### config.mk
export PLATFORM = sky130hd
export DESIGN_NAME = multi_collision_scanner_flat
export DESIGN_NICKNAME = d
export VERILOG_FILES = /design/src/rtl/multi_collision_scanner_if.sv /design/src/rtl/multi_collision_scanner.sv /design/src/flat_wrapper.sv
export SDC_FILE = /design/constraint.sdc
export NUM_CORES = 1
export LEC_CHECK = 0
export BUFFER_PORTS_ARGS = -buffer_cell sky130_fd_sc_hd__buf_2
export CORE_MARGIN = 3
export CORE_UTILIZATION = 58
export DETAILED_ROUTE_END_ITERATION = 10
export PLACE_DENSITY = 0.79
export SKIP_LAST_GASP = 1
export SLEW_MARGIN = 15
export SYNTH_ARGS = -nofsm -noshare
export SYNTH_HDL_FRONTEND = slang
export SYNTH_SLANG_ARGS = --single-unit
### constraint.sdc
create_clock -name clock -period 12.2 [get_ports clock]
set_input_delay 1.83 -clock clock [delete_from_list [all_inputs] [get_ports clock]]
set_output_delay 1.83 -clock clock [all_outputs]
set_load 0.005 [all_outputs]
### src/rtl/multi_collision_scanner_if.sv
// Bundle of the control, position and result signals of multi_collision_scanner.
// Clock and reset stay plain ports on the module.
//   master : the game side. It drives init/enable, player and enemy state and reads the results.
//   slave  : the scanner. It reads the stimulus and drives c_e_collision, e_hit, hit_count and done.
// Enemy i occupies slice i of every packed enemy bus.
interface multi_collision_scanner_if #(
    parameter int unsigned NUM_ENEMIES = 3
);
    logic                       init;
    logic                       collision_enable;
    logic [8:0]                 char_x;
    logic [7:0]                 char_y;
    logic [2:0]                 direction_char;
    logic [2:0]                 facing_char;
    logic                       attack;
    logic [9*NUM_ENEMIES-1:0]   enemy_x;
    logic [8*NUM_ENEMIES-1:0]   enemy_y;
    logic [3*NUM_ENEMIES-1:0]   direction_enemy;
    logic [NUM_ENEMIES-1:0]     enemy_alive;
    logic [NUM_ENEMIES-1:0]     c_e_collision;
    logic [NUM_ENEMIES-1:0]     e_hit;
    logic [3:0]                 hit_count;
    logic                       done;

    modport master (
        output init, collision_enable, char_x, char_y, direction_char, facing_char, attack,
               enemy_x, enemy_y, direction_enemy, enemy_alive,
        input  c_e_collision, e_hit, hit_count, done
    );

    modport slave (
        input  init, collision_enable, char_x, char_y, direction_char, facing_char, attack,
               enemy_x, enemy_y, direction_enemy, enemy_alive,
        output c_e_collision, e_hit, hit_count, done
    );
endinterface

### src/rtl/multi_collision_scanner.sv
// Time-multiplexed player/enemy collision and sword-hit scanner.
// Each scan snapshots the player and all enemies, then runs one enemy per cycle through a
// single overlap engine. The engine result is registered before it reaches the shadow vectors.
// done and the results therefore appear NUM_ENEMIES+1 edges after enable is sampled.
// Ports:
//   clock : system clock
//   reset : asynchronous, active-low reset
//   bus   : slave side of multi_collision_scanner_if (control, positions, results)
// Optional feature: define HIT_COOLDOWN_EN for per-enemy hit immunity of COOLDOWN_SCANS scans.
module multi_collision_scanner #(
    parameter int unsigned NUM_ENEMIES    = 3,
    parameter int unsigned CHAR_W         = 16,
    parameter int unsigned CHAR_H         = 16,
    parameter int unsigned ENEMY_W        = 16,
    parameter int unsigned ENEMY_H        = 16,
    parameter int unsigned SWORD_LEN      = 12,
    parameter int unsigned STEP           = 1,
    parameter int unsigned COOLDOWN_SCANS = 4
) (
    input  logic                    clock,
    input  logic                    reset,
    multi_collision_scanner_if.slave bus
);
    localparam int unsigned IdxW = $clog2(NUM_ENEMIES + 1);
    localparam int unsigned N    = NUM_ENEMIES;

    // 11-bit signed coordinates: predictions and sword boxes may go negative without wrapping.
    typedef logic signed [10:0] coord_t;
    localparam coord_t CharW  = coord_t'(CHAR_W);
    localparam coord_t CharH  = coord_t'(CHAR_H);
    localparam coord_t EnemyW = coord_t'(ENEMY_W);
    localparam coord_t EnemyH = coord_t'(ENEMY_H);
    localparam coord_t SwordL = coord_t'(SWORD_LEN);
    localparam coord_t Step   = coord_t'(STEP);

    typedef enum logic [1:0] {StIdle, StScan, StDone} state_e;

    function automatic coord_t move_x(input coord_t x, input logic [2:0] dir);
        case (dir)
            3'd3:    return x - Step;
            3'd4:    return x + Step;
            default: return x;
        endcase
    endfunction

    function automatic coord_t move_y(input coord_t y, input logic [2:0] dir);
        case (dir)
            3'd1:    return y - Step;
            3'd2:    return y + Step;
            default: return y;
        endcase
    endfunction

    // Strict inequalities: boxes that only touch do not overlap.
    function automatic logic overlap(input coord_t ax, input coord_t ay, input coord_t aw,
                                     input coord_t ah, input coord_t bx, input coord_t by,
                                     input coord_t bw, input coord_t bh);
        return (ax < bx + bw) && (bx < ax + aw) && (ay < by + bh) && (by < ay + ah);
    endfunction

    state_e                 state_q, state_d;
    logic [8:0]             cx_q, cx_d;
    logic [7:0]             cy_q, cy_d;
    logic [2:0]             cdir_q, cdir_d, face_q, face_d;
    logic                   atk_q, atk_d;
    logic [9*N-1:0]         ex_q, ex_d;
    logic [8*N-1:0]         ey_q, ey_d;
    logic [3*N-1:0]         edir_q, edir_d;
    logic [N-1:0]           alive_q, alive_d;
    logic [IdxW-1:0]        idx_q, idx_d, stg_idx_q, stg_idx_d;
    logic                   stg_vld_q, stg_vld_d, stg_col_q, stg_col_d, stg_hit_q, stg_hit_d;
    logic [N-1:0]           col_sh_q, col_sh_d, hit_sh_q, hit_sh_d;
    logic [N-1:0]           col_q, col_d, hit_q, hit_d;
    logic [3:0]             cnt_q, cnt_d;
    logic [N-1:0]           cool_mask;
    logic                   publish;

    // Engine operands for the enemy selected by idx_q.
    logic [8:0]             sel_x;
    logic [7:0]             sel_y;
    logic [2:0]             sel_dir;
    logic                   sel_alive, sel_cool, sword_vld, eval_col, eval_hit;
    coord_t                 cur_x, cur_y, sx, sy, sw, sh;

    always_comb begin
        sel_x     = '0;
        sel_y     = '0;
        sel_dir   = '0;
        sel_alive = 1'b0;
        sel_cool  = 1'b0;
        for (int i = 0; i < N; i++) begin
            if (idx_q == IdxW'(i)) begin
                sel_x     = ex_q[9*i +: 9];
                sel_y     = ey_q[8*i +: 8];
                sel_dir   = edir_q[3*i +: 3];
                sel_alive = alive_q[i];
                sel_cool  = cool_mask[i];
            end
        end
        cur_x     = coord_t'({2'b00, cx_q});
        cur_y     = coord_t'({3'b000, cy_q});
        sword_vld = atk_q;
        sx        = cur_x;
        sy        = cur_y;
        sw        = CharW;
        sh        = CharH;
        case (face_q)
            3'd1:    begin sy = cur_y - SwordL; sh = SwordL; end
            3'd2:    begin sy = cur_y + CharH;  sh = SwordL; end
            3'd3:    begin sx = cur_x - SwordL; sw = SwordL; end
            3'd4:    begin sx = cur_x + CharW;  sw = SwordL; end
            default: sword_vld = 1'b0;
        endcase
        eval_col = sel_alive &&
                   overlap(move_x(cur_x, cdir_q), move_y(cur_y, cdir_q), CharW, CharH,
                           move_x(coord_t'({2'b00, sel_x}), sel_dir),
                           move_y(coord_t'({3'b000, sel_y}), sel_dir), EnemyW, EnemyH);
        eval_hit = sword_vld && sel_alive && !sel_cool &&
                   overlap(sx, sy, sw, sh, coord_t'({2'b00, sel_x}), coord_t'({3'b000, sel_y}),
                           EnemyW, EnemyH);
    end

    always_comb begin
        state_d   = state_q;
        cx_d      = cx_q;
        cy_d      = cy_q;
        cdir_d    = cdir_q;
        face_d    = face_q;
        atk_d     = atk_q;
        ex_d      = ex_q;
        ey_d      = ey_q;
        edir_d    = edir_q;
        alive_d   = alive_q;
        idx_d     = idx_q;
        stg_vld_d = stg_vld_q;
        stg_idx_d = stg_idx_q;
        stg_col_d = stg_col_q;
        stg_hit_d = stg_hit_q;
        col_sh_d  = col_sh_q;
        hit_sh_d  = hit_sh_q;
        col_d     = col_q;
        hit_d     = hit_q;
        cnt_d     = cnt_q;
        publish   = 1'b0;
        unique case (state_q)
            StIdle: begin
                if (bus.collision_enable) begin
                    state_d   = StScan;
                    cx_d      = bus.char_x;
                    cy_d      = bus.char_y;
                    cdir_d    = bus.direction_char;
                    face_d    = bus.facing_char;
                    atk_d     = bus.attack;
                    ex_d      = bus.enemy_x;
                    ey_d      = bus.enemy_y;
                    edir_d    = bus.direction_enemy;
                    alive_d   = bus.enemy_alive;
                    col_sh_d  = '0;
                    hit_sh_d  = '0;
                    idx_d     = '0;
                    stg_vld_d = 1'b0;
                end
            end
            StScan: begin
                // Issue stage: idx_q == N means every enemy has been issued.
                stg_vld_d = 1'b0;
                if (idx_q != IdxW'(N)) begin
                    stg_vld_d = 1'b1;
                    stg_idx_d = idx_q;
                    stg_col_d = eval_col;
                    stg_hit_d = eval_hit;
                    idx_d     = idx_q + 1'b1;
                end
                // Retire stage: write the registered result into the shadows.
                if (stg_vld_q) begin
                    for (int i = 0; i < N; i++) begin
                        if (stg_idx_q == IdxW'(i)) begin
                            col_sh_d[i] = stg_col_q;
                            hit_sh_d[i] = stg_hit_q;
                        end
                    end
                    if (stg_idx_q == IdxW'(N - 1)) begin
                        state_d = StDone;
                        publish = 1'b1;
                        col_d   = col_sh_d;
                        hit_d   = hit_sh_d;
                        cnt_d   = '0;
                        for (int i = 0; i < N; i++) begin
                            cnt_d = cnt_d + 4'(hit_sh_d[i]);
                        end
                    end
                end
            end
            StDone: begin
                if (!bus.collision_enable) begin
                    state_d = StIdle;
                end
            end
            default: state_d = StIdle;
        endcase
        if (bus.init) begin
            state_d   = StIdle;
            idx_d     = '0;
            stg_vld_d = 1'b0;
            col_sh_d  = '0;
            hit_sh_d  = '0;
            col_d     = '0;
            hit_d     = '0;
            cnt_d     = '0;
            publish   = 1'b0;
        end
    end

`ifdef HIT_COOLDOWN_EN
    localparam int unsigned CdW = (COOLDOWN_SCANS > 0) ? $clog2(COOLDOWN_SCANS + 1) : 1;
    logic [N-1:0][CdW-1:0] cd_q, cd_d;

    always_comb begin
        cd_d = cd_q;
        for (int i = 0; i < N; i++) begin
            cool_mask[i] = (cd_q[i] != '0);
            if (publish) begin
                if (hit_d[i]) begin
                    cd_d[i] = CdW'(COOLDOWN_SCANS);
                end else if (cd_q[i] != '0) begin
                    cd_d[i] = cd_q[i] - 1'b1;
                end
            end
        end
        if (bus.init) begin
            cd_d = '0;
        end
    end

    always_ff @(posedge clock or negedge reset) begin
        if (!reset) begin
            cd_q <= '0;
        end else begin
            cd_q <= cd_d;
        end
    end
`else
    assign cool_mask = '0;
`endif

    always_ff @(posedge clock or negedge reset) begin
        if (!reset) begin
            state_q   <= StIdle;
            cx_q      <= '0;
            cy_q      <= '0;
            cdir_q    <= '0;
            face_q    <= '0;
            atk_q     <= 1'b0;
            ex_q      <= '0;
            ey_q      <= '0;
            edir_q    <= '0;
            alive_q   <= '0;
            idx_q     <= '0;
            stg_vld_q <= 1'b0;
            stg_idx_q <= '0;
            stg_col_q <= 1'b0;
            stg_hit_q <= 1'b0;
            col_sh_q  <= '0;
            hit_sh_q  <= '0;
            col_q     <= '0;
            hit_q     <= '0;
            cnt_q     <= '0;
        end else begin
            state_q   <= state_d;
            cx_q      <= cx_d;
            cy_q      <= cy_d;
            cdir_q    <= cdir_d;
            face_q    <= face_d;
            atk_q     <= atk_d;
            ex_q      <= ex_d;
            ey_q      <= ey_d;
            edir_q    <= edir_d;
            alive_q   <= alive_d;
            idx_q     <= idx_d;
            stg_vld_q <= stg_vld_d;
            stg_idx_q <= stg_idx_d;
            stg_col_q <= stg_col_d;
            stg_hit_q <= stg_hit_d;
            col_sh_q  <= col_sh_d;
            hit_sh_q  <= hit_sh_d;
            col_q     <= col_d;
            hit_q     <= hit_d;
            cnt_q     <= cnt_d;
        end
    end

    assign bus.c_e_collision = col_q;
    assign bus.e_hit         = hit_q;
    assign bus.hit_count     = cnt_q;
    assign bus.done          = (state_q == StDone);
endmodule

### src/flat_wrapper.sv
// flat-port wrapper written by rule: the top's interface ports become plain ports
module multi_collision_scanner_flat 
#(
    parameter int unsigned NUM_ENEMIES    = 3,
    parameter int unsigned CHAR_W         = 16,
    parameter int unsigned CHAR_H         = 16,
    parameter int unsigned ENEMY_W        = 16,
    parameter int unsigned ENEMY_H        = 16,
    parameter int unsigned SWORD_LEN      = 12,
    parameter int unsigned STEP           = 1,
    parameter int unsigned COOLDOWN_SCANS = 4
)
  (clock, reset, bus_init, bus_collision_enable, bus_char_x, bus_char_y, bus_direction_char, bus_facing_char, bus_attack, bus_enemy_x, bus_enemy_y, bus_direction_enemy, bus_enemy_alive, bus_c_e_collision, bus_e_hit, bus_hit_count, bus_done);
  multi_collision_scanner_if #(.NUM_ENEMIES(NUM_ENEMIES)) bus_i ();
  input  logic clock;
  input  logic reset;
  input wire logic [$bits(bus_i.init)-1:0] bus_init;
  input wire logic [$bits(bus_i.collision_enable)-1:0] bus_collision_enable;
  input wire logic [$bits(bus_i.char_x)-1:0] bus_char_x;
  input wire logic [$bits(bus_i.char_y)-1:0] bus_char_y;
  input wire logic [$bits(bus_i.direction_char)-1:0] bus_direction_char;
  input wire logic [$bits(bus_i.facing_char)-1:0] bus_facing_char;
  input wire logic [$bits(bus_i.attack)-1:0] bus_attack;
  input wire logic [$bits(bus_i.enemy_x)-1:0] bus_enemy_x;
  input wire logic [$bits(bus_i.enemy_y)-1:0] bus_enemy_y;
  input wire logic [$bits(bus_i.direction_enemy)-1:0] bus_direction_enemy;
  input wire logic [$bits(bus_i.enemy_alive)-1:0] bus_enemy_alive;
  output wire logic [$bits(bus_i.c_e_collision)-1:0] bus_c_e_collision;
  output wire logic [$bits(bus_i.e_hit)-1:0] bus_e_hit;
  output wire logic [$bits(bus_i.hit_count)-1:0] bus_hit_count;
  output wire logic [$bits(bus_i.done)-1:0] bus_done;
  assign bus_i.init = bus_init;
  assign bus_i.collision_enable = bus_collision_enable;
  assign bus_i.char_x = bus_char_x;
  assign bus_i.char_y = bus_char_y;
  assign bus_i.direction_char = bus_direction_char;
  assign bus_i.facing_char = bus_facing_char;
  assign bus_i.attack = bus_attack;
  assign bus_i.enemy_x = bus_enemy_x;
  assign bus_i.enemy_y = bus_enemy_y;
  assign bus_i.direction_enemy = bus_direction_enemy;
  assign bus_i.enemy_alive = bus_enemy_alive;
  assign bus_c_e_collision = bus_i.c_e_collision;
  assign bus_e_hit = bus_i.e_hit;
  assign bus_hit_count = bus_i.hit_count;
  assign bus_done = bus_i.done;
  multi_collision_scanner #(.NUM_ENEMIES(NUM_ENEMIES), .CHAR_W(CHAR_W), .CHAR_H(CHAR_H), .ENEMY_W(ENEMY_W), .ENEMY_H(ENEMY_H), .SWORD_LEN(SWORD_LEN), .STEP(STEP), .COOLDOWN_SCANS(COOLDOWN_SCANS)) u_core (.clock(clock), .reset(reset), .bus(bus_i));
endmodule
## Word level (Yosys, flattened, before mapping)

Cells that the tools add are included.

- Bits in latches: 0
- RAM bits: 0
- Input port bits: 91
- Flip-flop bits (word level): 112
- Memories kept: 0
- Bits in read-only memories: 0

- Reductions and logical operators: 26
- Magnitude comparators: 8
- Bitwise operators: 0
- Multiply operators: 0
- Add/subtract/negate cells: 23
- Div/mod/pow operators: 0
- Equal/unequal tests: 24
- Mux-type cells: 66
- Shift-type cells: 0

Operators by type and width:

| cell | number |
|---|---|
| 11-bit case mux with 2 select lines | 6 |
| 11-bit less-than comparator | 6 |
| 3-bit 2-to-1 mux | 16 |
| 11-bit by 6-bit adder with 11-bit output, second input constant | 4 |
| 9-bit 2-to-1 mux | 3 |
| 8-bit 2-to-1 mux | 3 |
| 11-bit by 6-bit adder with 11-bit output | 2 |
| 9-bit by 1-bit adder with 10-bit output, second input constant | 2 |
| 9-bit by 5-bit adder with 10-bit output, second input constant | 2 |
| 9-bit by 1-bit subtractor with 10-bit output, second input constant | 2 |
| 1-bit 2-to-1 mux | 19 |
| 8-bit by 1-bit adder with 9-bit output, second input constant | 2 |
| 8-bit by 5-bit adder with 9-bit output, second input constant | 2 |
| 3-bit by 2-bit equality test with 1-bit output, second input constant | 6 |
| 8-bit by 1-bit subtractor with 9-bit output, second input constant | 2 |
| 2-bit 2-to-1 mux | 8 |
| 4-bit 2-to-1 mux | 4 |
| 3-bit case mux with 2 select lines | 2 |
| 10-bit by 11-bit less-than comparator with 1-bit output | 1 |
| 9-bit by 11-bit less-than comparator with 1-bit output | 1 |
| 5-bit 2-to-1 mux | 2 |
| 9-bit by 4-bit subtractor with 10-bit output, second input constant | 1 |
| 3-bit by 1-bit equality test with 1-bit output, second input constant | 3 |
| 3-bit equality test, second input constant | 3 |
| 21 further kinds | 45 |

## Longest topological paths before layout

Gate-level depths: netlist (run 1).

- Word-level depth: 12
- Mapped depth: 23

## Worst setup path after synthesis (run 1)

OpenSTA, ideal clock, no wires.

- Path kind: register -> register
- Start: reg u_core.idx_q[0]
- End: reg u_core.stg_col_q
- Stages on the path, launching flop included: 20
- Data required time: 12.072 ns
- Library setup time: 0.128 ns
- Path buffers: 1
- Path slack: 8.272 ns
- Data arrival time: 3.800 ns
- Path through: dfrtp_1 inv_1 ha_1 inv_1 buf_4 a2bb2oi_1 inv_1 ha_1 a311o_1 nand2_1 xor2_1 o221a_2 inv_1 nand3_1 o21ai_0 ha_1 nand2b_1 or4_1 a32oi_1 o31ai_1

- Word-level cells in the longest chain between the ends: 12
- Elaborated cells on any way between the ends: 37

RTL lines:

| item | RTL line | text |
|---|---|---|
| start, declared | multi_collision_scanner.sv:70 | `logic [IdxW-1:0] idx_q, idx_d, stg_idx_q, stg_idx_d;` |
| start signal, assigned | multi_collision_scanner.sv:279 | `idx_q <= idx_d;` |
| 2-bit logical NOT | multi_collision_scanner.sv:92 | `if (idx_q == IdxW'(i)) begin` |
| 9-bit 2-to-1 mux or 3-bit 2-to-1 mux (tied branches) (3 in a row) | multi_collision_scanner.sv:92 |  |
| 9-bit by 1-bit adder with 10-bit output (tied with other cells) | multi_collision_scanner.sv:41 | `3'd4: return x + Step;` |
| 11-bit case mux with 2 select lines | multi_collision_scanner.sv:39 | `case (dir)` |
| 11-bit by 6-bit adder with 11-bit output | multi_collision_scanner.sv:58 | `return (ax < bx + bw) && (bx < ax + aw) && (ay < by + bh) && (by < ay + ah);` |
| 11-bit less-than comparator | multi_collision_scanner.sv:58 |  |
| 1-bit logical AND (3 in a row) | multi_collision_scanner.sv:58 |  |
| 1-bit logical AND | multi_collision_scanner.sv:114 | `eval_col = sel_alive &&` |
| end signal, assigned | multi_collision_scanner.sv:282 | `stg_col_q <= stg_col_d;` |
| end, declared | multi_collision_scanner.sv:71 | `logic stg_vld_q, stg_vld_d, stg_col_q, stg_col_d, stg_hit_q, stg_hit_d;` |

Parallel ways exist; a longest one is shown, timed or not.
A chain may end at the register's enable or synchronous reset.

## Worst setup path after layout (run 1)

Ends and elaborated chain as after synthesis.

==> results of run 1 <==
-- worst max-delay path: cells and delay by family, from the launching register on --
family	cells	cell delay, ps
AOI/OAI and AO/OA	6	1820
xor gates and xnor gates	2	300
adders and majority gates	3	740
buffers and inverters	4	930
DFF	1	410
and+or+nand+nor	3	560
-- path summary, 6_finish.rpt --
| kind | start | end | slack (ps) | cells past startpoint |
|---|---|---|---|---|
| min reg2reg | u_core.bus.e_hit[1]$_DFFE_PN0P_ | u_core.bus.e_hit[1]$_DFFE_PN0P_ | 480 | 2 |
| max | u_core.idx_q[0]$_DFFE_PN0P_ | u_core.stg_col_q$_DFFE_PN0P_ | 7360 | 18 |
| min | u_core.bus.e_hit[1]$_DFFE_PN0P_ | u_core.bus.e_hit[1]$_DFFE_PN0P_ | 480 | 2 |
| max reg2reg | u_core.idx_q[0]$_DFFE_PN0P_ | u_core.stg_col_q$_DFFE_PN0P_ | 7360 | 18 |
| max in group asynchronous | reset | u_core.edir_q[1]$_DFFE_PN0P_ | 9490 | 2 |
| min in group asynchronous | reset | u_core.bus.e_hit[2]$_DFFE_PN0P_ | 1420 | 1 |
-- metal layers --
metal	part of all wire (%)	GRT usage, %
met2	43	38.3
met5	0	0
met1	48	37.9
met4	1.1	4.62
met3	7.2	4.41
-- stage by stage --
step / setup slack [ps] / hold slack [ps] / utilization, % / instances
floorplan: 8270 / 448 / - / 1008
detailed placement: 7460 / 467 / 64.3 / 1286
CTS: 7410 / 485 / 66.3 / 1302
global route: 7050 / 507 / 66.3 / 1302
global placement: 7630 / 460 / 64.3 / 1286
finish: 7360 / 481 / 66.3 / 1302
-- cells by family after synthesis --
family	synth area share, %
compound gates	16.7
xor+xnor	6.63
fa+ha+maj	14.7
buf+inv	4.94
flops	29.5
mux	9.73
other cells	0.0402
simple gates	17.7
-- state kept, by name (all words and copies together) (netlist names), 3 cells and up --
signal,count
u_core.hit_sh_q,3
u_core.face_q,3
u_core.edir_q,9
u_core.bus.c_e_collision,3
u_core.bus.hit_count,3
u_core.ey_q,24
u_core.cx_q,9
u_core.cdir_q,3
u_core.bus.e_hit,3
u_core.cy_q,8
u_core.alive_q,3
u_core.ex_q,27
-- power by group through the flow --
stage               clock [mW]  sequential, mW  combinational [mW]
finish                   0.307           0.484               0.863
global route             0.324           0.492               0.966
CTS                      0.312           0.482               0.854
detailed placement           0           0.488               0.848
global placement             0           0.487               0.827
floorplan                    0           0.455               0.675
-- cells in the mapped netlist (7+ instances only) --
| master | n | area share [%] |
|---|---|---|
| sky130_fd_sc_hd__a21o_1 | 15 | 1.2 |
| sky130_fd_sc_hd__a21oi_1 | 53 | 2.8 |
| sky130_fd_sc_hd__buf_2 | 11 | 0.59 |
| sky130_fd_sc_hd__buf_4 | 7 | 0.56 |
| sky130_fd_sc_hd__clkbuf_1 | 19 | 0.76 |
| sky130_fd_sc_hd__dfrtp_1 | 110 | 29 |
| sky130_fd_sc_hd__ha_1 | 105 | 14 |
| sky130_fd_sc_hd__inv_1 | 69 | 2.8 |
| sky130_fd_sc_hd__mux2_2 | 78 | 9.4 |
| sky130_fd_sc_hd__nand2_1 | 79 | 3.2 |
| sky130_fd_sc_hd__nand2b_1 | 7 | 0.47 |
| sky130_fd_sc_hd__nand3_1 | 22 | 1.2 |
| sky130_fd_sc_hd__nand3b_1 | 19 | 1.5 |
| sky130_fd_sc_hd__nand4_1 | 20 | 1.3 |
| sky130_fd_sc_hd__nor2_1 | 53 | 2.1 |
| sky130_fd_sc_hd__nor2b_1 | 22 | 1.5 |
| sky130_fd_sc_hd__nor3_1 | 14 | 0.75 |
| sky130_fd_sc_hd__nor3b_1 | 11 | 0.88 |
| sky130_fd_sc_hd__o211ai_1 | 8 | 0.64 |
| sky130_fd_sc_hd__o21ai_0 | 55 | 2.9 |
| sky130_fd_sc_hd__o22ai_1 | 12 | 0.80 |
| sky130_fd_sc_hd__or3_1 | 9 | 0.60 |
| sky130_fd_sc_hd__xnor2_1 | 48 | 4.5 |
| sky130_fd_sc_hd__xor2_1 | 19 | 1.8 |
-- area by class of cell --
cell class	count	area (sq um)	area share [%]
clock buffer	9	225	2.19
clock inverter	7	81.3	0.792
inverter	71	267	2.60
multi-input combinational	788	6130	59.7
sequential	110	2750	26.8
tap	211	264	2.57
timing repair buffer	106	548	5.34
==> results by stage, run 1 <==
GRT:
- The number of antenna violations at the first check in global routing is 0.
- For this run, the total global-route usage over all layers was measured as 25.2%.
- The sum of overflow across all layers after global routing is 0.
- The first global-routing pass estimated 36900 um of wire.
- The via count of the first global-routing pass came to 7383.
- Entering global routing, the biggest net connects 73 pins.

Floorplan:
- The die is 133 um wide.
- The region available for standard cell placement spans 15500 sq um.
- The cell row count is 45.
- For this design the top-level I/O count stands at 102.
- The chip height is 133 um.
- The die covers 17700 sq um.
- Once the floorplan was initialized, standard cells occupied 60.3% of the core.

Clock tree:
- In this run the number of H-tree levels came out at 3.
- CTS saw 110 sinks.
- After clock tree synthesis, the clock-pin slew on the worst setup and hold paths is 90 ps.
- The hold buffer count at CTS is 0.
- The number of gates resized after CTS is 0.
- The number of clock buffers added by TritonCTS is 9.
- The longest clock path from root to sink contains 2 buffers.
- Clock latency on the worst-skew pair, taken at its later pin, is 360 ps.
- TritonCTS built the clock tree.
- CTS placed an instance of sky130_fd_sc_hd__clkbuf_16 at the clock tree root.
- The buffer count from post-CTS setup fixing is 0.

Synthesis:
- After synthesis the cells add up to 9340 sq um.
- For this run, the number of Yosys warnings is 0.
- The post-synth net total is 1207.
- The part of the Yosys area used for sequential elements is 29.5%.
- The synthesized design contains 0 enable-type register cells.
- The count of cell types in the netlist is 89.
- The post-synthesis cell count is 1008.
- The number of synthesized register bits is 110.
- Of all flip-flops after synthesis, the portion carrying an async set or reset was 100%.
- A synthesized cell averages 9.26 sq um.
- For this run, the leading register cell type out of synthesis is sky130_fd_sc_hd__dfrtp_1.

Critical path:
- The data arrival time of the critical path is 5110 ps.
- The worst setup path is launched from a flip-flop.
- The class of the most critical setup path is flip-flop to flip-flop.
- STA classifies the critical path endpoint as a flip-flop.
- The cell with the biggest individual delay on the critical path is sky130_fd_sc_hd__a2bb2oi_1.
- Traced cell by cell, the critical path runs through inv_1 > ha_1 > buf_4 > inv_1 > a2bb2oi_1 > inv_1 > ha_1 > a311o_1 > nand3_1 > xnor2_1 > a221oi_2 > nor4b_2 > xnor2_1 > ha_1 > o31ai_1 > a21oi_1 > or3_1 > o31ai_1.
- For this run, the slowest stage of the critical path takes 550 ps.
- The worst endpoint required time is 12460 ps.
- The largest fanout on the critical path is 30.

Layout:
- Relative to the synthesized area, the layout overhead comes to 9.94%.
- The count of antenna diodes in the layout is 0.
- The top cell types in the final layout, fill and taps aside, are sky130_fd_sc_hd__dfrtp_1 (110), sky130_fd_sc_hd__ha_1 (105), sky130_fd_sc_hd__buf_2 (99).
- In the final design database the tool counted 1285 nets.
- The library cell used most frequently in the layout, excluding fill and tap cells, is sky130_fd_sc_hd__dfrtp_1.
- The share of final-layout standard cells stronger than drive strength 1 is 22.5%.
- The number of fillers in the final layout is 1254.
- The post-route cell area is 10300 sq um.

Placement:
- The count of buffers added on input and output ports is 100.
- In this run the cell area measured after placement is 9960 sq um.
- The wire-length estimate of the detail-placed layout is 17300 um.
- At the end of routability-driven placement, the weighted congestion stood at 0.961.

Timing:
- Timing would allow up to 207 MHz.
- The number of failing hold endpoints at the final stage is 0.
- Setup repair after global routing left no endpoint under its margin.
- The headroom to the max-slew limit is 41.0%.
- The post-route minimum period is 4840 ps.
- Clock skew on the completed layout was measured at 9.45 ps.
- The share of the cycle needed by the critical path after routing is 39.7%.
- The number of max-slew violations in the final report is 0.
- The actual transition at the worst max-transition pin is 885 ps.
- The summed negative setup slack over all endpoints is 0 ps.
- The final count of negative-setup-slack endpoints is 0.

Routing:
- In the routed design, unresolved DRC markers number 0.
- The number of search-and-repair iterations in the first detailed-routing pass is 6.
- The total wire length after detailed routing is 22400 um.
- Once detail routing completed, the nets flagged for antenna violations numbered 0.
- The number of DRC markers after the initial detailed-route iteration is 672.
- The via total after detailed routing is 7777.
- After detailed routing, the number of vias per cell comes to 5.97.
- The detailed-route wire length per cell is 17.2 um.

Worst hold path:
- The type of the tightest min-delay check is flip-flop to flip-flop.

Power and ir drop:
- IR analysis of the VDD net gives a maximum drop of 0.129 mV.
- The power share of the combinational group is 52.2%.
- The areal power density over the cells is 161 nW/um^2.
- The clock network fraction of total power is 18.5%.
- Registers are responsible for 29.3% of the overall power.
- The total power is 1.65 mW.
- Summed over all nets, the switching power comes to 0.709 mW.
- The internal power is 0.945 mW.
- The share of total power consumed by net switching is 42.8%.
- The leakage power summed over all cells is 4.70 nW.

Run:
- The tool flagged a number of max-cap violations equal to 0.

Run status:
- The run finished with clean final reports.
No activity file was read; power rests on OpenSTA's default activity.
==> run 2, diff against run 1 <==
- clock period: 12.2 -> 4.6 ns (I/O delays scaled with it)
==> results by stage, run 2 (synthesis gave the netlist of run 1 again) <==
Routing:
- The average via count per standard cell is 5.99 (+0.29%).
- The final routed DRC violation total came to 0 (unchanged).
- The total wire length after detailed routing came to 22600 um (+0.62%).
- The via total after detailed routing is 7901 (+1.6%).
- The number of DRC markers after the initial detailed-route iteration is 588 (-13%).
- The count of antenna-violating nets left after detailed routing was 0 (unchanged).
- The number of search-and-repair iterations in the first detailed-routing pass is 5 (-1).
- The detailed-route wire length per cell is 17.1 um (-0.68%).

Worst hold path:
- The min-delay analysis places its worst path in the category input pin to asynchronous set/reset pin.

Layout:
- The number of standard cells in the layout, taps in and fillers out is 1319 (+1.3%).
- The register with the most flip-flops in the final layout is u_core.ex_q.
- The number of flip-flops in the largest register is 27 (unchanged).
- The count of antenna diodes in the layout came to 0 (unchanged).
- Leaving out fill and tap cells, the most frequent cell in the layout is sky130_fd_sc_hd__dfrtp_1.
- The post-route core utilization is 67.5% (+1.2 points).
- The share of final-layout standard cells stronger than drive strength 1 is 24.0% (+1.6 points).
- The synthesis-to-finish area growth is 12.0%.
- The net count of the finished layout is 1302 (+1.3%).
- In the layout the commonest cells are sky130_fd_sc_hd__dfrtp_1 (110), sky130_fd_sc_hd__ha_1 (103), sky130_fd_sc_hd__buf_2 (99).
- The multi-input gate area in the final layout is 6190 sq um (+1.0%).
- The storage element area was 2750 sq um (unchanged).
- The number of fillers in the final layout came to 1210 (-3.5%).
- The largest registers in the layout are u_core.ex_q (27), u_core.ey_q (24).
- The post-route cell area is 10500 sq um (+1.9%).

Timing:
- The summed negative setup slack over all endpoints is 0 ps (unchanged).
- The number of failing hold endpoints at the final stage was 0 (unchanged).
- The highest attainable clock frequency was 230 MHz (+11%).
- The share of the cycle needed by the critical path after routing was 94.7% (+55 points).
- The worst hold margin is 232 ps (-249 ps).
- The headroom to the max-slew limit was 53.5% (+13 points).
- The post-route minimum period is 4360 ps (-486 ps).
- The final clock skew is 16.8 ps (+7.30 ps).
- The number of max-slew violations in the final report is 0 (unchanged).
- The actual transition at the worst max-transition pin is 692 ps (-193 ps).
- The final worst-path setup slack is 243 ps (-7110 ps).
- The final count of negative-setup-slack endpoints is 0 (unchanged).

GRT:
- The total global routing track utilization is 25.7% (+0.49 points).
- The maximum number of pins on one net before global-route repair was 102 (+40%).
- The wire length of the first global-routing pass is 37800 um (+2.5%).
- The via count of the first global-routing pass is 7643 (+3.5%).
- The sum of overflow across all layers after global routing came to 0 (unchanged).
- The number of antenna violations at the first check in global routing was 0 (unchanged).

Floorplan:
- The count of pins on the block boundary is 102 (unchanged).
- The initial cell density of the core is 60.3% (unchanged).
- The x dimension of the die is 133 um (unchanged).
- The cell row count came to 45 (unchanged).
- The chip height came to 133 um (unchanged).
- The core box area is 15500 sq um (unchanged).
- The die outline area came to 17700 sq um (unchanged).

Placement:
- The placed wire-length estimate after detailed placement was 17400 um (+0.88%).
- The standard cell area after detailed placement is 10100 sq um (+1.4%).
- The count of placed standard cells including taps is 1303 (+1.3%).
- The worst setup timing slack at the placement stage is 146 ps (-7310 ps).
- The final weighted congestion in routability-driven placement came to 0.954 (-0.74%).
- The count of input and output buffers is 100 (unchanged).

Critical path:
- The critical path capture point type is a flip-flop.
- The critical path in this run is classified as flip-flop to flip-flop.
- The data arrival time of the critical path is 4590 ps (-520 ps).
- The largest fanout on the critical path is 17 (-43%).
- The worst endpoint required time was 4830 ps (-7630 ps).
- The kind of start point of the critical path is a flip-flop.

Power and ir drop:
- The total power was 4.42 mW (+170%).
- The areal power density over the cells came to 423 nW/um^2 (+160%).
- The maximum ir drop on the vdd rail is 0.276 mV (+110%).
- The leakage power summed over all cells is 4.79 nW (+1.9%).

Clock tree:
- The number of gates resized after CTS was 0 (unchanged).
- The count of clock tree sinks was 110 (unchanged).
- The clock latency of the later-clocked register in the worst-skew pair is 370 ps (about the same).
- The maximum number of buffers from clock root to sink is 2 (unchanged).
- The library cell used as clock root buffer is sky130_fd_sc_hd__clkbuf_16.
- The buffer count from post-CTS setup fixing is 0 (unchanged).
- TritonCTS built the clock tree.
- The hold buffer count at CTS is 0 (unchanged).
- The clock slew seen by the registers of the worst setup and hold paths came to 90 ps (about the same).
- The number of buffers created by CTS was 9 (unchanged).
- The number of levels in the clock H-tree is 3 (unchanged).

Run status:
- The flow ran to the end, and the final reports show no timing, DRC or antenna violations.

Run:
- The number of maximum-capacitance constraint violations is 0 (unchanged).
==> run 2: cell types whose count changed in the layout (fill, tap and decap cells not counted), sizes merged <==
| cell | before | now |
|---|---|---|
| clkinv | 5 | 4 |
| buf | 106 | 123 |
| clkbuf | 9 | 10 |
==> run 2: worst max-delay path, stage by stage, from the launching register on <==
cell and delay, ps:
sky130_fd_sc_hd__dfrtp_1 440, sky130_fd_sc_hd__inv_1 180, sky130_fd_sc_hd__ha_1 240, sky130_fd_sc_hd__buf_4 240
sky130_fd_sc_hd__a21oi_1 90, sky130_fd_sc_hd__a2bb2oi_2 270, sky130_fd_sc_hd__inv_1 130, sky130_fd_sc_hd__ha_1 250
sky130_fd_sc_hd__a311o_1 300, sky130_fd_sc_hd__nand3_1 110, sky130_fd_sc_hd__xnor2_1 100, sky130_fd_sc_hd__a221oi_2 480
sky130_fd_sc_hd__inv_1 90, sky130_fd_sc_hd__ha_1 310, sky130_fd_sc_hd__nand4b_1 120, sky130_fd_sc_hd__nor4_1 420
sky130_fd_sc_hd__o41ai_1 150, sky130_fd_sc_hd__a32oi_1 210, sky130_fd_sc_hd__o31ai_1 100
==> run 2: layout make-up <==
cell class                 instances  share of cell area [%]
tap                              211                    2.52
clock inverter                     6                   0.622
clock buffer                      10                    2.19
multi-input combinational        788                    59.2
inverter                          71                    2.55
timing repair buffer             123                    6.58
sequential                       110                    26.3
==> run 2: power breakdown <==
| part | internal [mW] | switching (mW) |
|---|---|---|
| combinational | 1.04 | 1.29 |
| sequential | 1.11 | 0.173 |
| clock | 0.386 | 0.409 |
==> run 2: worst paths after layout <==
check	from	end	slack [ps]	cells after the start
setup / recovery	u_core.idx_q[0]$_DFFE_PN0P_	u_core.stg_col_q$_DFFE_PN0P_	240	18
setup reg to reg	u_core.idx_q[0]$_DFFE_PN0P_	u_core.stg_col_q$_DFFE_PN0P_	240	18
min in group clock	u_core.hit_sh_q[0]$_DFFE_PN0P_	u_core.hit_sh_q[0]$_DFFE_PN0P_	480	2
hold reg to reg	u_core.hit_sh_q[0]$_DFFE_PN0P_	u_core.hit_sh_q[0]$_DFFE_PN0P_	480	2
hold / removal	reset	u_core.col_sh_q[0]$_DFFE_PN0P_	230	1
max in group asynchronous	reset	u_core.cy_q[0]$_DFFE_PN0P_	3460	2
==> run 2: per-layer routing <==
metal  wire length, um  track usage (%)  share of wire (%)  vias up
met5                 0                0                  0        -
met4               418             7.16                1.9        0
met3              1530             4.41                6.8       35
met2              9960             39.7                 44      272
met1             10700             37.2                 47     3779
li1                  -                -                  -     3815
